**src/rtl/voice_allocator.sv**
```systemverilog
// rtl/voice_allocator.sv - debounced note-key polyphony allocator with strobe-aligned mask commit
module voice_allocator #(
  parameter int NKEYS      = 12,
  parameter int MAX_VOICES = 4,
  parameter int DB_CYCLES  = 100000
) (
  input  logic                            clk,
  input  logic                            n_rst,
  input  logic [NKEYS-1:0]                keys,
  input  logic                            sample_now,
  output logic [NKEYS-1:0]                sample_enable,
  output logic [$clog2(MAX_VOICES+1)-1:0] active_count,
  output logic                            overflow
);

  localparam int CW = $clog2(MAX_VOICES + 1);
  localparam int PW = (NKEYS > 1) ? $clog2(NKEYS) : 1;
  localparam int TW = $clog2(DB_CYCLES);

  localparam logic [TW-1:0] TICK_LAST = TW'(DB_CYCLES - 1);
  localparam logic [PW-1:0] PTR_LAST  = PW'(NKEYS - 1);
  localparam logic [CW-1:0] VMAX      = CW'(MAX_VOICES);

  typedef enum logic [1:0] {LOAD, SCAN, HOLD} state_t;

  state_t           state;
  logic [NKEYS-1:0] sync1;
  logic [NKEYS-1:0] ksync;
  logic [NKEYS-1:0] prev;
  logic [NKEYS-1:0] stable;
  logic [NKEYS-1:0] snap;
  logic [NKEYS-1:0] shadow;
  logic [TW-1:0]    tick_cnt;
  logic [CW-1:0]    cnt;
  logic [PW-1:0]    ptr;
  logic             tick;
  logic [NKEYS-1:0] held_granted;
  logic [NKEYS-1:0] disagree;

  // Number of set bits; callers only pass masks that hold at most MAX_VOICES ones
  function automatic logic [CW-1:0] popcount(input logic [NKEYS-1:0] v);
    logic [CW-1:0] c;
    c = '0;
    for (int i = 0; i < NKEYS; i++) begin
      c = c + CW'(v[i]);
    end
    return c;
  endfunction

  assign tick         = (tick_cnt == TICK_LAST);
  assign held_granted = sample_enable & stable;
  assign disagree     = ksync ^ prev;

  // Two-flop synchronizer for the asynchronous push-buttons
  always_ff @(posedge clk or negedge n_rst) begin
    if (!n_rst) begin
      sync1 <= '0;
      ksync <= '0;
    end else begin
      sync1 <= keys;
      ksync <= sync1;
    end
  end

  // Shared debounce tick counter, wraps after DB_CYCLES clocks
  always_ff @(posedge clk or negedge n_rst) begin
    if (!n_rst) begin
      tick_cnt <= '0;
    end else if (tick) begin
      tick_cnt <= '0;
    end else begin
      tick_cnt <= tick_cnt + TW'(1);
    end
  end

  // A key level is accepted only when it agrees on two consecutive ticks
  always_ff @(posedge clk or negedge n_rst) begin
    if (!n_rst) begin
      prev   <= '0;
      stable <= '0;
    end else if (tick) begin
      prev   <= ksync;
      stable <= (stable & disagree) | (ksync & ~disagree);
    end
  end

  // Allocation pass: keep held grants, add new keys lowest index first, commit on the strobe
  always_ff @(posedge clk or negedge n_rst) begin
    if (!n_rst) begin
      state         <= LOAD;
      snap          <= '0;
      shadow        <= '0;
      cnt           <= '0;
      ptr           <= '0;
      sample_enable <= '0;
      active_count  <= '0;
      overflow      <= 1'b0;
    end else begin
      case (state)
        LOAD: begin
          snap   <= stable;
          shadow <= held_granted;
          cnt    <= popcount(held_granted);
          ptr    <= '0;
          state  <= SCAN;
        end
        SCAN: begin
          if (snap[ptr] && !shadow[ptr] && (cnt < VMAX)) begin
            shadow[ptr] <= 1'b1;
            cnt         <= cnt + CW'(1);
          end
          if (ptr == PTR_LAST) begin
            state <= HOLD;
          end else begin
            ptr <= ptr + PW'(1);
          end
        end
        HOLD: begin
          if (sample_now) begin
            sample_enable <= shadow;
            active_count  <= cnt;
            overflow      <= |(snap & ~shadow);
            state         <= LOAD;
          end
        end
        default: state <= LOAD;
      endcase
    end
  end

endmodule

```
**config.mk**
```make
export PLATFORM = sky130hd
export DESIGN_NAME = voice_allocator
export DESIGN_NICKNAME = d
export VERILOG_FILES = /design/src/rtl/voice_allocator.sv
export SDC_FILE = /design/constraint.sdc
export NUM_CORES = 1
export LEC_CHECK = 0
export CORE_UTILIZATION = 46
export DETAILED_ROUTE_END_ITERATION = 10
export DONT_BUFFER_PORTS = 1
export SETUP_SLACK_MARGIN = 0.3
export SYNTH_ARGS = -nofsm -noshare
export SYNTH_HDL_FRONTEND = slang
export SYNTH_SLANG_ARGS = --single-unit
```
**constraint.sdc**
```tcl
create_clock -name clk -period 4.4 [get_ports clk]
set_input_delay 0.88 -clock clk [delete_from_list [all_inputs] [get_ports clk]]
set_output_delay 0.88 -clock clk [all_outputs]
set_load 0.01 [all_outputs]
```
Word-level counts from Yosys, hierarchy flattened

Index checks and enable logic that the tools add are counted.

Register bits after elaboration: 114
Bits of input ports: 15
Output and inout bits: 16

$add $sub $neg: 14
Order comparisons: 3
Equal/unequal tests: 8
Multiplexer cells: 16
Bitwise gates (word level): 9
Reductions and logical operators: 11

Operators with widths:

| cell                                                | number |
|---|---|
| AND 12 bit                                          | 4 |
| adder 3 x 1 -> 3 bit                                | 9 |
| NOT 12 bit                                          | 2 |
| OR 12 bit                                           | 2 |
| one-hot mux 12 bit (2 select lines)                 | 1 |
| adder 17 x 1 -> 17 bit, second input constant       | 1 |
| equality test 17 bit, second input constant         | 1 |
| two-way mux 17 bit                                  | 1 |
| two-way mux 12 bit                                  | 1 |
| OR reduction 12 bit                                 | 1 |
| bitwise XOR 12 bit                                  | 1 |
| binary-select mux 1 bit (select 4 bit)              | 2 |
| != test 2 bit, second input constant                | 4 |
| one-hot mux 4 bit (2 select lines)                  | 1 |
| AND reduction 2 bit                                 | 4 |
| one-hot mux 2 bit (3 select lines)                  | 1 |
| one-hot mux 3 bit (2 select lines)                  | 1 |
| < comparator 4 x 5 -> 1 bit, second input constant  | 1 |
| adder 4 x 1 -> 4 bit, second input constant         | 1 |
| demux 1 bit (select 4 bit)                          | 1 |
| equality test 4 bit, second input constant          | 1 |
| >= comparator 4 x 1 -> 1 bit, second input constant | 1 |
| two-way mux 2 bit                                   | 2 |
| two-way mux 4 bit                                   | 1 |
| 12 further kinds                                    | 16 |

Depth between registers and ports, before layout

Gate-level depths: netlist of the first run.

Depth after elaboration: 13
Mapped depth: 11
Gate-level depth less buffers: 11

Least setup slack after synthesis of the first run

No wires, ideal clock.

Kind: register -> register
Start: reg sample_enable[3]
End: reg cnt[2]
Setup time: 0.129 ns
Arrival time: 3.348 ns
Data required time: 4.271 ns
Setup slack: 0.923 ns
Cell stages (with the launch flop): 12
Buffers on the path: 0
Period minus slack after synthesis: 3.477 ns
Cell sequence: dfrtp_1 nand2_1 fa_1 fa_1 fa_1 fa_1 inv_1 ha_1 fa_1 xnor2_1 a21oi_1 o21ai_1

Word-level cells in the longest chain between the ends: 11

RTL lines:

| element                            | line | RTL |
|---|---|---|
| from (decl)                        | 11   | `output logic [NKEYS-1:0] sample_enable,` |
| from (signal assigned)             | 120  | `sample_enable <= shadow;` |
| AND 12 bit                         | 51   | `assign held_granted = sample_enable & stable;` |
| adder 3 x 1 -> 3 bit (9 in a row)  | 45   | `c = c + CW'(v[i]);` |
| one-hot mux 3 bit (2 select lines) | 99   | `case (state)` |
| to (signal assigned)               | 103  | `cnt <= popcount(held_granted);` |
| to (signal assigned)               | 110  | `cnt <= cnt + CW'(1);` |
| to (decl)                          | 34   | `logic [CW-1:0] cnt;` |

Every way passes these cells.
A chain may end at the register's enable or synchronous reset.

Worst setup path in the final report of the first run

Start: reg sample_enable[9]
End: reg cnt[2]

Word-level cells in the longest chain between the ends: 5

RTL lines:

| element                            | line |
|---|---|
| AND 12 bit                         | 51 |
| adder 3 x 1 -> 3 bit (3 in a row)  | 45 |
| one-hot mux 3 bit (2 select lines) | 99 |

Every way passes these cells.

==> summary.md, run 1 <==
| Metric | Value |
|---|---|
| DP Worst Slack | 0.672 ns |
| Fill cells | 893 |
| Most frequent cells in the layout | dfrtp_1 (114), o21ai_0 (54), nand2_1 (48), inv_1 (35), a21oi_1 (19) |
| Worst r2r path cells | 11 |
| Non-filler instance count after layout | 602 |
| Critical Path RT | 4.78 ns |
| Final hold vios | 0 |
| Total core area | 10500 sq um |
| Via count | 3354 |
| Iter 0 DRT Violations | 215 |
| TritonCTS buffer count | 17 |
| Crit path time final | 3.74 ns |
| Largest net degree at the start of global routing | 115 |
| Sum Neg Setup Slack | 0 ns |
| RR Endpoint | cnt[2] |
| Height of the die | 107 um |
| Distinct cells, synth | 53 |
| CTS sink cnt | 114 |
| CTS max path bufs | 2 |
| Main synth FF type | dfrtp_1 |
| Post-synthesis sequential area ratio | 56.4% |
| Worst Path Arrival | 4.12 ns |
| Final wirelength | 10.5 mm |
| # hold bufs at CTS | 0 |
| Die ar. | 11400 sq um |
| Mapped Nets | 484 |
| Slew margin rel. | 25.7% |
| DR DRC count | 0 |
| Vias in the first global route | 3338 |
| Worst-skew pair later-pin latency | 0.52 ns |
| Reg2reg start | sample_enable[9] |
| Count of flip-flops with a built-in enable after synthesis | 0 |
| CP Capture Type | flip-flop |
| Clk slew on worst S/H paths | 0.06 ns |
| Final ANT Viol Nets | 0 |
| Internal | 2.30 mW |
| Max-slew violations | 0 |
| Cell Pwr Density | 578 nW/um^2 |
| Max cap viols | 0 |
| Most Used Layer, Global Route | met2 |
| First-pass GRT wire length | 17.8 mm |
| Area of the mapped netlist | 5060 sq um |
| Row count | 37 |
| Placer Congestion | 0.856 |
| Met2 usage | 30.1% |
| Hold WS | 0.0528 ns |
| Synth Instances | 454 |
| PostCTS Resize Cnt | 0 |
| Synth Warn # | 0 |
| Top cell type's share of synthesized area | 56.4% |
| Worst hold path type | in -> async |
| Io pins | 31 |
| Ant. Diodes | 0 |
| Kind of critical path | reg -> reg |
| Skew final | 0.00985 ns |
| Most common cell after layout, fill and taps aside | dfrtp_1 |
| Placed Area | 5150 sq um |
| #FFs+latches synth | 114 |
| Post-CTS setup repair buffer count | 0 |
| Port-buffer cells | 0 |
| Combinational share of power | 19.6% |
| Remaining global-route overflow | 0 |
| TritonCTS clock tree | done |
| Level count of the clock H-tree | 4 |
| Chip Width | 107 um |
| Worst Path Max Fanout | 3 |
| Final Util | 54.7% |
| CTS root buffer | clkbuf_8 |
| Tcrit/Tclk final | 85.0% |
| Outcome | complete, no violations |
| Largest area contributor in the netlist | dfrtp_1 |
| Synthesized area per cell | 11.2 sq um |
| Net Sw Frac | 30.6% |
| Max Clk Rate | 268 MHz |
| Worst slew pin tran | 1.11 ns |
| Pre-antenna DRT Iters | 5 |
| Design area | 5740 sq um |
| Via-per-instance ratio | 5.57 |
| Tot Pwr | 3.32 mW |
| DP Wirelength | 6.91 mm |
| Maximum vdd drop | 0.000289 V |
| Met1 Use GR | 29.0% |
| Flop pwr share | 39.9% |
| RSZ-0062 raised after global routing | false |
| Layout cell share with drive strength beyond 1 | 13.1% |
| Clk pwr share | 40.5% |
| Starting density of the core | 48.2% |
| Sw Pwr | 1.02 mW |
| Total GRT Usage | 21.0% |
| CP startpoint kind | flip-flop |
| Wirelength per Cell | 17.5 um |
| Reg2reg setup slack | 0.66 ns |
| Number of nets in the layout | 483 |
| Layout area overhead | 13.5% |
| LEAKAGE | 2.52 nW |
| Worst setup margin | 0.662 ns |
| Met3 Use GR | 6.93% |
| Area contributors post-synth | dfrtp_1 (56%), o21ai_0 (5.3%), mux2_2 (3.6%), nand2_1 (3.6%), fa_1 (2.8%) |
| Initial antenna violation count | 0 |
| Async SR Flop Fraction | 100% |
| Setup Viol. Count Final | 0 |
| DP Cell Count | 570 |
-- worst max-delay path by stage --
stage	start	to	depth (start not counted)
floorplan	sample_enable[3]	cnt[2]	11
global placement	sample_enable[9]	cnt[2]	11
global route	sample_enable[9]	cnt[2]	11
finish	sample_enable[9]	cnt[2]	11
CTS	sample_enable[9]	cnt[2]	11
detailed placement	sample_enable[3]	cnt[2]	11
-- layer usage --
metal / part of all wire, % / vias up
met3: 6.4 / 15
li1: - / 1577
met2: 45 / 98
met1: 47 / 1664
met4: 1.6 / 0
met5: 0 / -
-- cells in the mapped netlist (2+ instances only) --
library cell and n:
nor3b_1 2, a22o_1 4, clkbuf_1 18, a211oi_1 10, o21ai_1 2, dfrtp_1 114, o21ai_0 54, nand4_1 2
o31ai_1 3, nand2b_1 2, mux2_2 16, a21oi_1 19, fa_1 7, nand3_1 11, xnor2_1 9, nor2b_1 8
and3_1 3, nor3_1 3, ha_1 8, and2_1 5, a221oi_1 3, a2111oi_0 3, mux4_2 3, mux2i_1 5
xor2_1 7, nor2_1 18, and4_1 2, a221oi_2 7, inv_1 35, nand2_1 48
-- power by group through the flow --
stage / Clock [mW] / Sequential [mW] / Combinational [mW]
floorplan: 0 / 1.25 / 0.581
global placement: 0 / 1.34 / 0.638
detailed placement: 0 / 1.34 / 0.640
CTS: 1.38 / 1.32 / 0.646
global route: 1.42 / 1.34 / 0.708
finish: 1.35 / 1.32 / 0.649
-- layout make-up --
class,count,area (sq um),area share [%]
sequential,114,2850,49.7
multi-input combinational,283,1990,34.6
clock buffer,23,487,8.47
tap,136,170,2.96
inverter,35,131,2.29
clock inverter,9,103,1.79
timing repair buffer,2,15.0,0.261
-- worst max-delay path: stages (launching register included) --
cell     delay [ns]
dfrtp_1        0.43
nand2_1        0.15
fa_1           0.61
fa_1           0.44
fa_1           0.47
fa_1           0.51
inv_1          0.04
ha_1           0.19
fa_1           0.39
xnor2_1        0.14
a21oi_1        0.14
o21ai_1        0.07
-- kinds of logic (layout without fill, tap and decap cells) --
group | count (synthesis) | after routing | synth area share, %
adders and majority gates | 15 | 15 | 4.75
muxes | 24 | 24 | 5.88
buffers and inverters | 57 | 69 | 4.47
xor gates and xnor gates | 16 | 16 | 2.77
AOI/OAI and AO/OA | 116 | 116 | 15.2
DFF | 114 | 114 | 56.4
and+or+nand+nor | 112 | 112 | 10.6
No activity file was read; power rests on OpenSTA's default activity.
==> run 2: changes to the inputs <==
==> constraint.sdc (replaced) <==
create_clock -name clk -period 3 [get_ports clk]
set_input_delay 0.6 -clock clk [delete_from_list [all_inputs] [get_ports clk]]
set_output_delay 0.6 -clock clk [all_outputs]
set_load 0.01 [all_outputs]
==> summary.md, run 2 (synthesis gave the netlist of run 1 again) <==
| Metric | Value |
|---|---|
| Outcome | finished with violations (was complete, no violations) |
| Violations in the final reports | negative hold slack, negative setup slack |
| Total GRT Usage | 22.3% (was 21.0%) |
| Hold WS | -0.228 ns (was 0.0528 ns) |
| Crit-path slowest cell | dfrtp_1 (was fa_1) |
| Ant. Diodes | 0 (unchanged) |
| TritonCTS clock tree | done (unchanged) |
| Sw Pwr | 1.51 mW (was 1.02 mW) |
| Die ar. | 11400 sq um (unchanged) |
| Largest delay share family, worst path | buffers and inverters (was adder cells) |
| Wirelength per Cell | 17.1 um (was 17.5 um) |
| Port-buffer cells | 0 (unchanged) |
| Fill cells | 835 (was 893) |
| Internal | 3.38 mW (was 2.30 mW) |
| Worst-skew pair later-pin latency | 0.52 ns (about the same) |
| Chip Width | 107 um (unchanged) |
| Max cap viols | 0 (unchanged) |
| Worst setup margin | -0.534 ns (was 0.662 ns) |
| Number of nets in the layout | 533 (was 483) |
| Register area | 2850 sq um (about the same) |
| Net Sw Frac | 30.8% (was 30.6%) |
| Layout cell share with drive strength beyond 1 | 23.5% (was 13.1%) |
| Maximum vdd drop | 0.000640 V (was 0.000289 V) |
| Worst hold path type | in -> async (unchanged) |
| Critical Path RT | 3.43 ns (was 4.78 ns) |
| Worst Path Max Fanout | 2 (was 3) |
| CTS sink cnt | 114 (unchanged) |
| Setup Viol. Count Final | 4 (was 0) |
| Most Used Layer, Global Route | met2 (unchanged) |
| Initial antenna violation count | 0 (unchanged) |
| Level count of the clock H-tree | 4 (unchanged) |
| Max Clk Rate | 283 MHz (was 268 MHz) |
| Skew final | 0.00791 ns (was 0.00985 ns) |
| Final ANT Viol Nets | 0 (unchanged) |
| RSZ-0062 raised after global routing | true (was false) |
| Met2 usage | 34.3% (was 30.1%) |
| DR DRC count | 0 (unchanged) |
| Sum Neg Setup Slack | -1.83 ns (was 0 ns) |
| CP startpoint kind | flip-flop (unchanged) |
| Vias in the first global route | 3614 (was 3338) |
| Most common cell after layout, fill and taps aside | dfrtp_1 (unchanged) |
| Met3 Use GR | 6.63% (was 6.93%) |
| Reg2reg start | sample_enable[0] (was sample_enable[9]) |
| Total core area | 10500 sq um (unchanged) |
| Height of the die | 107 um (unchanged) |
| Final wirelength | 11.2 mm (was 10.5 mm) |
| TritonCTS buffer count | 17 (unchanged) |
| CP bufs+invs | 23 (was 1) |
| Via count | 3562 (was 3354) |
| CTS root buffer | clkbuf_8 (unchanged) |
| Most frequent cells in the layout | dfrtp_1 (113), o21ai_0 (54), buf_4 (47), nand2_1 (43), inv_1 (34) (was dfrtp_1 (114), o21ai_0 (54), nand2_1 (48), inv_1 (35), a21oi_1 (19)) |
| Layout area overhead | 22.1% (was 13.5%) |
| Max-slew violations | 0 (unchanged) |
| DP Wirelength | 7.25 mm (was 6.91 mm) |
| Combinational share of power | 21.5% (was 19.6%) |
| Cell mode on critical path | buf_4 (was fa_1) |
| Via-per-instance ratio | 5.47 (was 5.57) |
| First-pass GRT wire length | 18.9 mm (was 17.8 mm) |
| Largest net degree at the start of global routing | 115 (unchanged) |
| Iter 0 DRT Violations | 246 (was 215) |
| Final hold vios | 114 (was 0) |
| Crit. Startpoint | sample_enable[0] (was sample_enable[9]) |
| Reg2reg setup slack | -0.53 ns (was 0.66 ns) |
| Cell Pwr Density | 790 nW/um^2 (was 578 nW/um^2) |
| Pre-antenna DRT Iters | 4 (was 5) |
| Worst Path Arrival | 3.96 ns (was 4.12 ns) |
| Remaining global-route overflow | 0 (unchanged) |
| Crit path time final | 3.53 ns (was 3.74 ns) |
| Met1 Use GR | 28.6% (was 29.0%) |
| Max incr delay on CP | 0.36 ns (was 0.61 ns) |
| Placed Area | 5360 sq um (was 5150 sq um) |
| Io pins | 31 (unchanged) |
| Clk pwr share | 39.1% (was 40.5%) |
| CTS max path bufs | 2 (unchanged) |
| Slew margin rel. | 55.5% (was 25.7%) |
| Clk slew on worst S/H paths | 0.05 ns (was 0.06 ns) |
| Placer Congestion | 0.853 (was 0.856) |
| Flop pwr share | 39.4% (was 39.9%) |
| LEAKAGE | 2.76 nW (was 2.52 nW) |
| Multi-input gate area | 2040 sq um (was 1990 sq um) |
| Worst slew pin tran | 0.668 ns (was 1.11 ns) |
| Tcrit/Tclk final | 118% (was 85.0%) |
| Kind of critical path | reg -> reg (unchanged) |
| Starting density of the core | 48.2% (unchanged) |
| Row count | 37 (unchanged) |
| Design area | 6180 sq um (was 5740 sq um) |
| CP Capture Type | flip-flop (unchanged) |
-- run 2: cell count changes in the layout (fill, tap and decap cells not counted), moves of 2 or more --
cell / change
clkbuf_1: +3
buf_4: +45
clkinv_2: -4
buf_6: +5
clkinv_4: +3
nand2_1: -5
nand2_2: +5
clkbuf_8: -2
-- run 2: path summary, 6_finish.rpt --
path | to | depth (start not counted)
min reg2reg | ksync[4] | 0
min in group clk | sync1[2] | 0
max in group asynchronous | tick_cnt[12] | 0
max reg2reg | shadow[0] | 25
min | sync1[11] | 0
max | shadow[0] | 25
-- run 2: per-stage QoR --
stage	setup slack, ns	utilization [%]	power (mW)	std cells	hold slack (ns)
global placement	-0.444	51.0	2.93	594	0.311
detailed placement	-0.498	51.0	2.94	594	0.308
global route	-0.611	58.8	5.12	651	-0.258
floorplan	-0.395	-	2.69	454	0.304
finish	-0.534	58.8	4.88	651	-0.228
CTS	-0.493	58.3	4.91	649	-0.256
-- run 2: cell type report --
class	count	area share, %
Sequential cell	114	46.2
Multi-Input combinational cell	283	33.1
Clock buffer	24	7.61
Timing Repair Buffer	52	6.62
Tap cell	136	2.75
Inverter	35	2.13
Clock inverter	7	1.64
-- run 2: what timing repair did --
item	in CTS	in global routing
resized for setup	5	9
gates cloned	0	0
pin swaps	4	4
endpoints found under the hold margin	114	114
endpoints found under the setup margin	10	13
buffers inserted	24	2
-- run 2: per-layer routing --
metal	up-vias	wire length (um)
met5	-	0
li1	1686	-
met3	30	589
met4	0	357
met2	98	5260
met1	1748	4950
-- run 2: power by group through the flow --
stage          Combinational, mW  Sequential, mW  Clock, mW
6_report                    1.05            1.92       1.91
2_1_floorplan              0.859            1.83          0
4_1_cts                     1.03            1.92       1.95
3_3_place_gp               0.997            1.94          0
5_1_grt                     1.15            1.95       2.03
3_5_place_dp                1.00            1.94          0
-- run 2: worst register-to-register path, stage by stage, from the launching register on --
cell and delay (ns):
dfrtp_1 0.36, nand2_2 0.08, buf_6 0.11, buf_4 0.12, buf_4 0.12, buf_4 0.12
buf_4 0.12, buf_6 0.11, buf_6 0.11, buf_4 0.12, buf_4 0.12, buf_4 0.12
buf_4 0.12, buf_4 0.13, buf_4 0.12, buf_4 0.12, buf_4 0.12, buf_4 0.12
buf_4 0.12, buf_4 0.13, buf_4 0.12, buf_6 0.10, buf_6 0.10, buf_4 0.12
buf_4 0.13, a221oi_2 0.26
